`config.mk`:
```
export PLATFORM = sky130hd
export DESIGN_NAME = music_sequencer
export DESIGN_NICKNAME = d
export VERILOG_FILES = /design/src/rtl/music_pkg.sv /design/src/rtl/music_sequencer_tone_gen.sv /design/src/rtl/music_sequencer.sv
export SDC_FILE = /design/constraint.sdc
export NUM_CORES = 1
export LEC_CHECK = 0
export CAP_MARGIN = 25
export CORE_UTILIZATION = 62
export CTS_CLUSTER_DIAMETER = 30
export DETAILED_ROUTE_END_ITERATION = 12
export PLACE_DENSITY = 0.85
export SKIP_CTS_REPAIR_TIMING = 1
export SYNTH_ARGS = -nofsm -noshare
export SYNTH_HDL_FRONTEND = slang
export SYNTH_HIERARCHICAL = 1
export SYNTH_SLANG_ARGS = --single-unit
export TNS_END_PERCENT = 30
```
`constraint.sdc`:
```
create_clock -name clk -period 4.04 [get_ports clk]
set_input_delay 0.404 -clock clk [delete_from_list [all_inputs] [get_ports clk]]
set_output_delay 0.404 -clock clk [all_outputs]
set_load 0.02 [all_outputs]
```
`src/rtl/music_pkg.sv`:
```
// Shared types and constants for the music sequencer: FSM state encoding,
// note periods for a 50 MHz clock and note durations in tempo units.
package music_pkg;

   typedef enum logic [1:0] {
      ST_IDLE,
      ST_FETCH,
      ST_PLAY
   } state_t;

   localparam int unsigned CLK_HZ = 50_000_000;

   // Rounded clock cycles per tone period for a frequency given in 1/100 Hz.
   function automatic int unsigned note_period(input int unsigned centi_hz);
      return 32'((longint'(CLK_HZ) * 100 + centi_hz / 2) / centi_hz);
   endfunction

   // Note periods (clock cycles per full tone period); SP is a rest.
   localparam int unsigned B4  = note_period(49388);
   localparam int unsigned C5S = note_period(55437);
   localparam int unsigned D5S = note_period(62225);
   localparam int unsigned E5  = note_period(65926);
   localparam int unsigned F5S = note_period(73999);
   localparam int unsigned G5S = note_period(83061);
   localparam int unsigned A5S = note_period(93233);
   localparam int unsigned B5  = note_period(98777);
   localparam int unsigned SP  = 1;

   // Durations in tempo units (one unit = 1/8 s at the default tempo).
   localparam int unsigned QUARTER = 2;
   localparam int unsigned HALF    = 4;
   localparam int unsigned ONE     = 8;
   localparam int unsigned TWO     = 16;
   localparam int unsigned FOUR    = 32;

endpackage

```
`src/rtl/music_sequencer_tone_gen.sv`:
```
// Square-wave tone generator: toggles its output every note/2 enabled cycles.
// Periods below 2 are rests and keep the output low; odd periods truncate.
module tone_gen #(
   parameter int unsigned NOTE_W = 20
) (
   input  logic              clk,
   input  logic              rst_n,
   input  logic              en,
   input  logic              clear,
   input  logic [NOTE_W-1:0] note,
   output logic              tone
);

   localparam int unsigned HALF_W = NOTE_W - 1;

   logic [HALF_W-1:0] half;
   logic [HALF_W-1:0] half_cnt;
   logic              rest;

   assign half = note[NOTE_W-1:1];
   assign rest = (note < NOTE_W'(2));

   // Half-period counter and output toggle; frozen whenever en is low.
   // NOTE: registers are written with <= so every flop samples pre-edge values.
   always_ff @(posedge clk) begin
      if (!rst_n || clear) begin
         half_cnt <= '0;
         tone     <= 1'b0;
      end else if (en) begin
         if (rest) begin
            half_cnt <= '0;
            tone     <= 1'b0;
         end else if (half_cnt == half - HALF_W'(1)) begin
            half_cnt <= '0;
            tone     <= ~tone;
         end else begin
            half_cnt <= half_cnt + HALF_W'(1);
         end
      end
   end

endmodule

```
`src/rtl/music_sequencer.sv`:
```
// Music sequencer: walks an external sheet ROM, times each entry in tempo
// units and drives a square-wave speaker output.
// Optional articulation gap: define MUSIC_SEQ_ARTIC_GAP_EN to silence the last
// GAP_CYCLES cycles of every entry without changing entry timing.
module music_sequencer
   import music_pkg::*;
#(
   parameter int unsigned ADDR_W      = 10,
   parameter int unsigned NOTE_W      = 20,
   parameter int unsigned DUR_W       = 5,
   parameter int unsigned UNIT_CYCLES = 6250000,
   parameter int unsigned GAP_CYCLES  = 500000
) (
   input  logic              clk,
   input  logic              rst_n,
   input  logic              start,
   input  logic              stop,
   input  logic              pause,
   input  logic              loop_en,
   output logic [ADDR_W-1:0] addr,
   input  logic [NOTE_W-1:0] sheet_note,
   input  logic [DUR_W-1:0]  sheet_dur,
   input  logic              sheet_done,
   output logic              tone,
   output logic              busy,
   output logic              song_done
);

   localparam int unsigned UNIT_W = (UNIT_CYCLES > 1) ? $clog2(UNIT_CYCLES) : 1;
   localparam logic [UNIT_W-1:0] UNIT_LAST = UNIT_W'(UNIT_CYCLES - 1);
   localparam int unsigned REM_W = DUR_W + UNIT_W + 1;
`ifdef MUSIC_SEQ_ARTIC_GAP_EN
   localparam logic GAP_EN = 1'b1;
`else
   localparam logic GAP_EN = 1'b0;
`endif

   state_t            state, state_d;
   logic [ADDR_W-1:0] addr_d;
   logic              song_done_d;
   logic              load;
   logic              entry_end;
   logic              entry_last;

   logic [NOTE_W-1:0] note_q;
   logic [DUR_W-1:0]  units_left;
   logic              done_q;
   logic [UNIT_W-1:0] unit_cnt;
   logic              playing;
   logic              unit_wrap;
   logic              tone_raw;
   logic              gap;
   logic [REM_W-1:0]  cycles_left;

   assign playing   = (state == ST_PLAY) && !pause;
   assign unit_wrap = playing && (unit_cnt == UNIT_LAST);
   assign busy      = (state != ST_IDLE);

   // Cycles remaining in the current entry, including this one.
   assign cycles_left = REM_W'(units_left) * REM_W'(UNIT_CYCLES) - REM_W'(unit_cnt);
   assign gap         = GAP_EN && (cycles_left <= REM_W'(GAP_CYCLES));
   assign tone        = tone_raw && playing && !gap;

   // Next-state, next-address and end-of-entry decisions.
   // NOTE: every output gets a default first so no latch is inferred.
   always_comb begin
      state_d     = state;
      addr_d      = addr;
      song_done_d = 1'b0;
      load        = 1'b0;
      entry_end   = 1'b0;
      entry_last  = 1'b0;
      case (state)
         ST_IDLE: begin
            if (start) begin
               state_d = ST_FETCH;
               addr_d  = '0;
            end
         end
         ST_FETCH: begin
            load    = 1'b1;
            state_d = ST_PLAY;
            if (sheet_dur == '0) begin
               entry_end  = 1'b1;
               entry_last = sheet_done;
            end
         end
         ST_PLAY: begin
            if (unit_wrap && (units_left == DUR_W'(1))) begin
               entry_end  = 1'b1;
               entry_last = done_q;
            end
         end
         default: state_d = ST_IDLE;
      endcase

      if (entry_end) begin
         if (entry_last && loop_en) begin
            state_d = ST_FETCH;
            addr_d  = '0;
         end else if (entry_last) begin
            state_d     = ST_IDLE;
            addr_d      = '0;
            song_done_d = 1'b1;
         end else begin
            state_d = ST_FETCH;
            addr_d  = addr + ADDR_W'(1);
         end
      end

      if (stop) begin
         state_d     = ST_IDLE;
         addr_d      = '0;
         song_done_d = 1'b0;
      end
   end

   // State, address and song_done registers.
   always_ff @(posedge clk) begin
      if (!rst_n) begin
         state     <= ST_IDLE;
         addr      <= '0;
         song_done <= 1'b0;
      end else begin
         state     <= state_d;
         addr      <= addr_d;
         song_done <= song_done_d;
      end
   end

   // Entry latch and tempo-unit timer; frozen while paused.
   always_ff @(posedge clk) begin
      if (!rst_n) begin
         note_q     <= '0;
         units_left <= '0;
         done_q     <= 1'b0;
         unit_cnt   <= '0;
      end else if (load) begin
         note_q     <= sheet_note;
         units_left <= sheet_dur;
         done_q     <= sheet_done;
         unit_cnt   <= '0;
      end else if (playing) begin
         if (unit_wrap) begin
            unit_cnt   <= '0;
            units_left <= units_left - DUR_W'(1);
         end else begin
            unit_cnt <= unit_cnt + UNIT_W'(1);
         end
      end
   end

   tone_gen #(
      .NOTE_W (NOTE_W)
   ) u_tone_gen (
      .clk   (clk),
      .rst_n (rst_n),
      .en    (playing),
      .clear (state != ST_PLAY),
      .note  (note_q),
      .tone  (tone_raw)
   );

endmodule
```
==> metrics.md, run 1 <==
| Metric | Value |
|---|---|
| Detailed Place HPWL | `8149 µm` |
| Drt drc | `0` |
| Initial Util | `64.91%` |
| Tightest Pin Transition | `864.9 ps` |
| CP startpoint | `note_q[1]$_SDFFE_PN0P_` |
| Synth warn | `6` |
| F_max | `322.9 MHz` |
| Fraction of layout cells with a size suffix above 1 | `5.863%` |
| Max-slew headroom | `42.09%` |
| Sink Count | `81` |
| Root buf cell | `clkbuf_8` |
| Clk pwr share | `35.6%` |
| Post-Syn Area | `0.004758 mm²` |
| Fill cell count | `558` |
| Mapped Cells | `574` |
| Switching share of total power | `26.42%` |
| Initial drt markers | `230` |
| Leak | `1.958 nW` |
| CP startpoint kind | `register` |
| Chip Width | `89.61 µm` |
| Clock latency on the worst-skew pair | `350 ps` |
| CTS tree | `done` |
| Max Buffers Root-to-Sink | `2` |
| Worst Hold Margin | `479.3 ps` |
| Non-filler cells, final | `713` |
| Layout area overhead | `14.15%` |
| Core Area | `0.007331 mm²` |
| Max Slew Vio Count | `0` |
| Combinational power share | `14.6%` |
| Final Wtd Congestion | `0.9349` |
| FP Rows | `31` |
| Multi-input logic area | `0.002953 mm²` |
| Routed len/inst | `15.57 µm` |
| WP data arrival | `3300 ps` |
| Total number of vias | `4336` |
| Nets | `652` |
| Most frequent cells in the layout | `dfxtp_1, nor2_1, nand3_1, clkdlybuf4s50_1, xor2_1` |
| Placed Cells | `698` |
| Vias in the first global route | `4225` |
| Pin count of the biggest net entering global routing | `25` |
| Ant diodes | `0` |
| Antenna-violating nets left | `0` |
| Psw | `0.4386 mW` |
| Max FO, Critical Path | `17` |
| Worst r2r src | `note_q[1]$_SDFFE_PN0P_` |
| Initial DRT Pass Iterations | `5` |
| Die Footprint | `0.008029 mm²` |
| Number of hold violations in the final report | `0` |
| DRT Wirelength | `11100 µm` |
| Hold_sp | `unit_cnt[1]$_SDFFE_PP0P_` |
| Critical path class | `reg2reg` |
| CP required | `4240 ps` |
| TritonCTS Buffers | `9` |
| Unrepaired setup endpoints after global routing | `false` |
| Clock transition at path regs | `80 ps` |
| All-Layer GR Usage | `29.60%` |
| Placed inst area | `0.005238 mm²` |
| Crit share post-route | `76.65%` |
| Max IR drop VDD | `0.0001912 V` |
| PortBufs | `43` |
| Die Ht | `89.61 µm` |
| Design Area, Final | `0.005431 mm²` |
| Syn Area/Cell | `8.290 µm²` |
| Crit. End Element | `register` |
| Worst min path class | `reg2reg` |
| Initial antenna violation count | `0` |
| Post-route minimum period | `3097 ps` |
| Final clock skew | `8.439 ps` |
| Top Ports | `45` |
| Vias/cell | `6.081` |
| # H-tree levels | `3` |
| Overflow after GRT | `0` |
| Setup TNS | `0 ps` |
| Global-route wire length before repair | `18290 µm` |
| Maxcap violations | `0` |
| Synthesized Nets | `616` |
| Most common cell after layout, fill and taps aside | `dfxtp_1` |
| Seq pwr share | `49.8%` |
| PD cells | `305.7 mW/mm²` |
| Finish-stage setup viols | `0` |
| Status | `finished clean` |
| FF/Latch Area | `0.001622 mm²` |
| Int Power | `1.222 mW` |
[worst paths after layout]
| check | to | slack [ps] | depth (start not counted) |
|---|---|---|---|
| min reg2reg | unit_cnt[1]$_SDFFE_PP0P_ | 480 | 2 |
| min | unit_cnt[1]$_SDFFE_PP0P_ | 480 | 2 |
| max reg2reg | u_tone_gen/half_cnt[13]$_SDFFE_PP0P_ | 940 | 8 |
| max | u_tone_gen/half_cnt[13]$_SDFFE_PP0P_ | 940 | 8 |
[metrics by stage]
step           util [%]  setup WS (ps)  power, mW
2_1_floorplan         -           1494      1.011
6_report          74.09          943.4      1.660
4_1_cts           74.09           1001      1.670
5_1_grt           74.09          710.2      1.732
3_5_place_dp      71.45          985.5      1.084
3_3_place_gp      71.45           1100      1.078
[registers in the layout, summed over array words and instances (netlist names)]
signal	cells
note_q	19
state	2
song_done	1
u_tone_gen/half_cnt	19
units_left	5
u_tone_gen/tone	1
done_q	1
unit_cnt	23
addr	10
[critical path: stages (launching register included)]
cell and delay (ps):
dfxtp_1 370, inv_1 80, ha_1 330, nor2b_1 340, nand4_1 210, a2111oi_0 450
a211oi_1 190, nor4b_4 820, nor3_1 150
[area by class of cell]
class,count,share of cell area [%]
multi-input combinational,449,54.37
sequential,81,29.85
timing repair buffer,46,8.339
clock buffer,10,2.534
tap,99,2.281
inverter,23,1.589
clock inverter,5,1.037
[power groups by stage]
stage               logic, mW  clock network, mW  registers [mW]
finish                  0.243              0.591           0.827
global route            0.266              0.637           0.829
CTS                     0.240              0.602           0.827
detailed placement      0.238                  0           0.846
global placement        0.232                  0           0.845
floorplan               0.170                  0           0.842
[layer usage]
| layer | wire [µm] | global-route usage, % | vias up |
|---|---|---|---|
| met2 | 5761 | 54.96 | 148 |
| li1 | - | - | 2114 |
| met5 | 0 | 0 | - |
| met1 | 4406 | 31.43 | 2039 |
| met3 | 552 | 6.764 | 35 |
| met4 | 380 | 14.43 | 0 |
No activity file was read; power rests on OpenSTA's default activity.
==> inputs of run 2 (changes only) <==
CORE_UTILIZATION = 58   (was 62)
PLACE_DENSITY = 0.81   (was 0.85)
clock period = 2.9 ns   (was 4.04 ns; I/O delays follow)
==> run 2 against run 1 <==
Compared with the run above: non-clock buffer count increased by 7; combinational power grew 44%; register-to-register slack got worse by 740 ps; utilization is 4.4 points lower; hold slack better by 5.4 ps; clock skew down 2.8 ps; fmax grew 15%; first-iteration DRC count down 30%; via count is 1.5% lower; critical endpoint is now u_tone_gen/half_cnt[10]$_SDFFE_PP0P_; clock power rose by 24%; sequential share of layout area down 0.19 points.
==> metrics.md, run 2 (synthesized netlist as in run 1, its figures left out) <==
| Metric | Value |
|---|---|
| Vias/cell | `5.917 (was 6.081)` |
| Overflow after GRT | `0 (unchanged)` |
| CTS tree | `done (unchanged)` |
| PortBufs | `43 (unchanged)` |
| Crit-path cells | `or4_1 > o21ai_0 > a21oi_1 > a211oi_1 > o2111ai_1 > nor4b_4 > buf_4 > nor3_1 (was inv_1 > ha_1 > nor2b_1 > nand4_1 > a2111oi_0 > a211oi_1 > nor4b_4 > nor3_1)` |
| Initial DRT Pass Iterations | `5 (unchanged)` |
| Final Util | `69.66% (was 74.09%)` |
| Combinational power share | `15.7% (was 14.6%)` |
| FF-to-FF End | `u_tone_gen/half_cnt[10]$_SDFFE_PP0P_ (was u_tone_gen/half_cnt[13]$_SDFFE_PP0P_)` |
| Max Slew Vio Count | `0 (unchanged)` |
| Seq pwr share | `51.5% (was 49.8%)` |
| Cell family with most CP delay | `simple AND/OR/NAND/NOR gates (unchanged)` |
| Crit. End Element | `register (unchanged)` |
| Crit share post-route | `93.14% (was 76.65%)` |
| Detailed Place HPWL | `8006 µm (was 8149 µm)` |
| CP startpoint | `note_q[3]$_SDFFE_PN0P_ (was note_q[1]$_SDFFE_PN0P_)` |
| Pin count of the biggest net entering global routing | `25 (unchanged)` |
| Most frequent cells in the layout | `dfxtp_1, nor2_1, nand3_1, clkdlybuf4s50_1, xor2_1 (unchanged)` |
| Worst Path Buf+Inv | `1 (unchanged)` |
| Max-slew headroom | `57.06% (was 42.09%)` |
| Root buf cell | `clkbuf_8 (unchanged)` |
| Stages on worst setup path | `8 (unchanged)` |
| Worst r2r src | `note_q[3]$_SDFFE_PN0P_ (was note_q[1]$_SDFFE_PN0P_)` |
| Ant diodes | `0 (unchanged)` |
| WP data arrival | `2920 ps (was 3300 ps)` |
| CP peak stage delay | `690 ps (was 820 ps)` |
| Most common cell after layout, fill and taps aside | `dfxtp_1 (unchanged)` |
| Die Footprint | `0.008570 mm² (was 0.008029 mm²)` |
| Post-route minimum period | `2701 ps (was 3097 ps)` |
| Largest reg by FF count | `unit_cnt (unchanged)` |
| Critical path class | `reg2reg (unchanged)` |
| Slowest cell on the critical path | `or4_1 (was nor4b_4)` |
| All-Layer GR Usage | `26.76% (was 29.60%)` |
| Unrepaired setup endpoints after global routing | `false (unchanged)` |
| Psw | `0.5939 mW (was 0.4386 mW)` |
| TritonCTS Buffers | `9 (unchanged)` |
| Worst reg-to-reg path cell count | `8 (unchanged)` |
| Fill cell count | `663 (was 558)` |
| DRT Wirelength | `10800 µm (was 11100 µm)` |
| Crit path to | `u_tone_gen/half_cnt[10]$_SDFFE_PP0P_ (was u_tone_gen/half_cnt[13]$_SDFFE_PP0P_)` |
| Core Area | `0.007848 mm² (was 0.007331 mm²)` |
| Biggest regs | `unit_cnt: 23 flops, note_q: 19 flops, u_tone_gen/half_cnt: 19 flops (unchanged)` |
| Fraction of layout cells with a size suffix above 1 | `6.935% (was 5.863%)` |
| Status | `finished clean (unchanged)` |
| Clk pwr share | `32.8% (was 35.6%)` |
| Max IR drop VDD | `0.0002637 V (was 0.0001912 V)` |
| Total number of vias | `4272 (was 4336)` |
| Switching share of total power | `26.54% (was 26.42%)` |
| FP Rows | `32 (was 31)` |
| Tightest Pin Transition | `638.2 ps (was 864.9 ps)` |
| Int Power | `1.644 mW (was 1.222 mW)` |
| Chip Width | `92.58 µm (was 89.61 µm)` |
| Antenna-violating nets left | `0 (unchanged)` |
| Routed len/inst | `14.95 µm (was 15.57 µm)` |
| CP startpoint kind | `register (unchanged)` |
| Register-to-register setup slack | `200 ps (was 940 ps)` |
| # H-tree levels | `3 (unchanged)` |
| Maxcap violations | `0 (unchanged)` |
| Initial antenna violation count | `0 (unchanged)` |
| Setup TNS | `0 ps (unchanged)` |
| Initial Util | `60.63% (was 64.91%)` |
| Vias in the first global route | `4090 (was 4225)` |
| Number of hold violations in the final report | `0 (unchanged)` |
| Worst min path class | `reg2reg (unchanged)` |
| Max FO, Critical Path | `17 (unchanged)` |
| Number of flip-flops in the largest register | `23 (unchanged)` |
| Max Buffers Root-to-Sink | `2 (unchanged)` |
| PD cells | `409.3 mW/mm² (was 305.7 mW/mm²)` |
| Drt drc | `0 (unchanged)` |
| F_max | `370.2 MHz (was 322.9 MHz)` |
| Clock transition at path regs | `80 ps (about the same)` |
| Finish-stage setup viols | `0 (unchanged)` |
| Layout area overhead | `14.88% (was 14.15%)` |
| CP required | `3120 ps (was 4240 ps)` |
| Top Ports | `45 (unchanged)` |
| Initial drt markers | `162 (was 230)` |
| Sink Count | `81 (unchanged)` |
| Final Wtd Congestion | `0.9054 (was 0.9349)` |
| Die Ht | `92.58 µm (was 89.61 µm)` |
| Final clock skew | `5.659 ps (was 8.439 ps)` |
| Nets | `659 (was 652)` |
| Leak | `1.981 nW (was 1.958 nW)` |
| Clock latency on the worst-skew pair | `350 ps (about the same)` |
| Global-route wire length before repair | `18350 µm (was 18290 µm)` |
[run 2: changes by cell type in the layout (fill, tap and decap cells not counted)]
cell       before  now
buf_2           0    1
buf_4           3    9
nor4_1         10    9
bufinv_16       1    0
clkbuf_8       10   11
nor4_2          1    2
clkinv_4        1    0
[run 2: layout make-up]
type | instances | area, µm² | share of cell area, %
clock buffers | 11 | 151.4 | 2.770
clock inverters | 3 | 17.52 | 0.3204
inverters | 23 | 86.33 | 1.579
multi-input cells | 449 | 2959 | 54.13
flip-flops and latches | 81 | 1622 | 29.66
well taps | 102 | 127.6 | 2.335
repair buffers | 53 | 503.0 | 9.201
[run 2: worst reg2reg max path, cell delays in order, from the launching register on]
cell and delay [ps]:
dfxtp_1 410, or4_1 690, o21ai_0 270, a21oi_1 100, a211oi_1 250, o2111ai_1 250, nor4b_4 250, buf_4 250
nor3_1 90
[run 2: power groups by stage]
stage	Sequential [mW]	Combinational (mW)	Clock (mW)
2_1_floorplan	1.17	0.236	0
3_3_place_gp	1.18	0.336	0
3_5_place_dp	1.18	0.341	0
4_1_cts	1.15	0.345	0.757
5_1_grt	1.16	0.382	0.804
6_report	1.15	0.351	0.734
[run 2: per-layer routing]
metal	wire, µm	track usage (%)	vias to the layer above
met5	0	0	-
met2	5366	49.20	119
li1	-	-	2126
met4	303	8.984	0
met1	4635	29.74	2000
met3	493	6.732	27
[run 2: worst min-delay path by stage]
stage                                         from                          to  slack (ps)  depth (start not counted)
after floorplan                              rst_n  units_left[2]$_SDFFE_PN0P_         430                          2
after global placement    unit_cnt[1]$_SDFFE_PP0P_    unit_cnt[1]$_SDFFE_PP0P_         460                          2
after detailed placement  unit_cnt[1]$_SDFFE_PP0P_    unit_cnt[1]$_SDFFE_PP0P_         480                          2
after CTS                 unit_cnt[1]$_SDFFE_PP0P_    unit_cnt[1]$_SDFFE_PP0P_         490                          2
after global routing      unit_cnt[1]$_SDFFE_PP0P_    unit_cnt[1]$_SDFFE_PP0P_         520                          2
final                     unit_cnt[1]$_SDFFE_PP0P_    unit_cnt[1]$_SDFFE_PP0P_         480                          2
[run 2: stage by stage]
step	power (mW)	hold WS [ps]	cells	worst slack (ps)	cell area, µm²
after floorplan	1.409	428.4	574	354.3	4758
after global placement	1.513	460.5	707	342.2	5286
after detailed placement	1.519	478.3	707	279.2	5286
after CTS	2.254	488.7	721	231.0	5455
after global routing	2.342	518.1	722	6.888	5466
final	2.238	484.7	722	199.0	5466
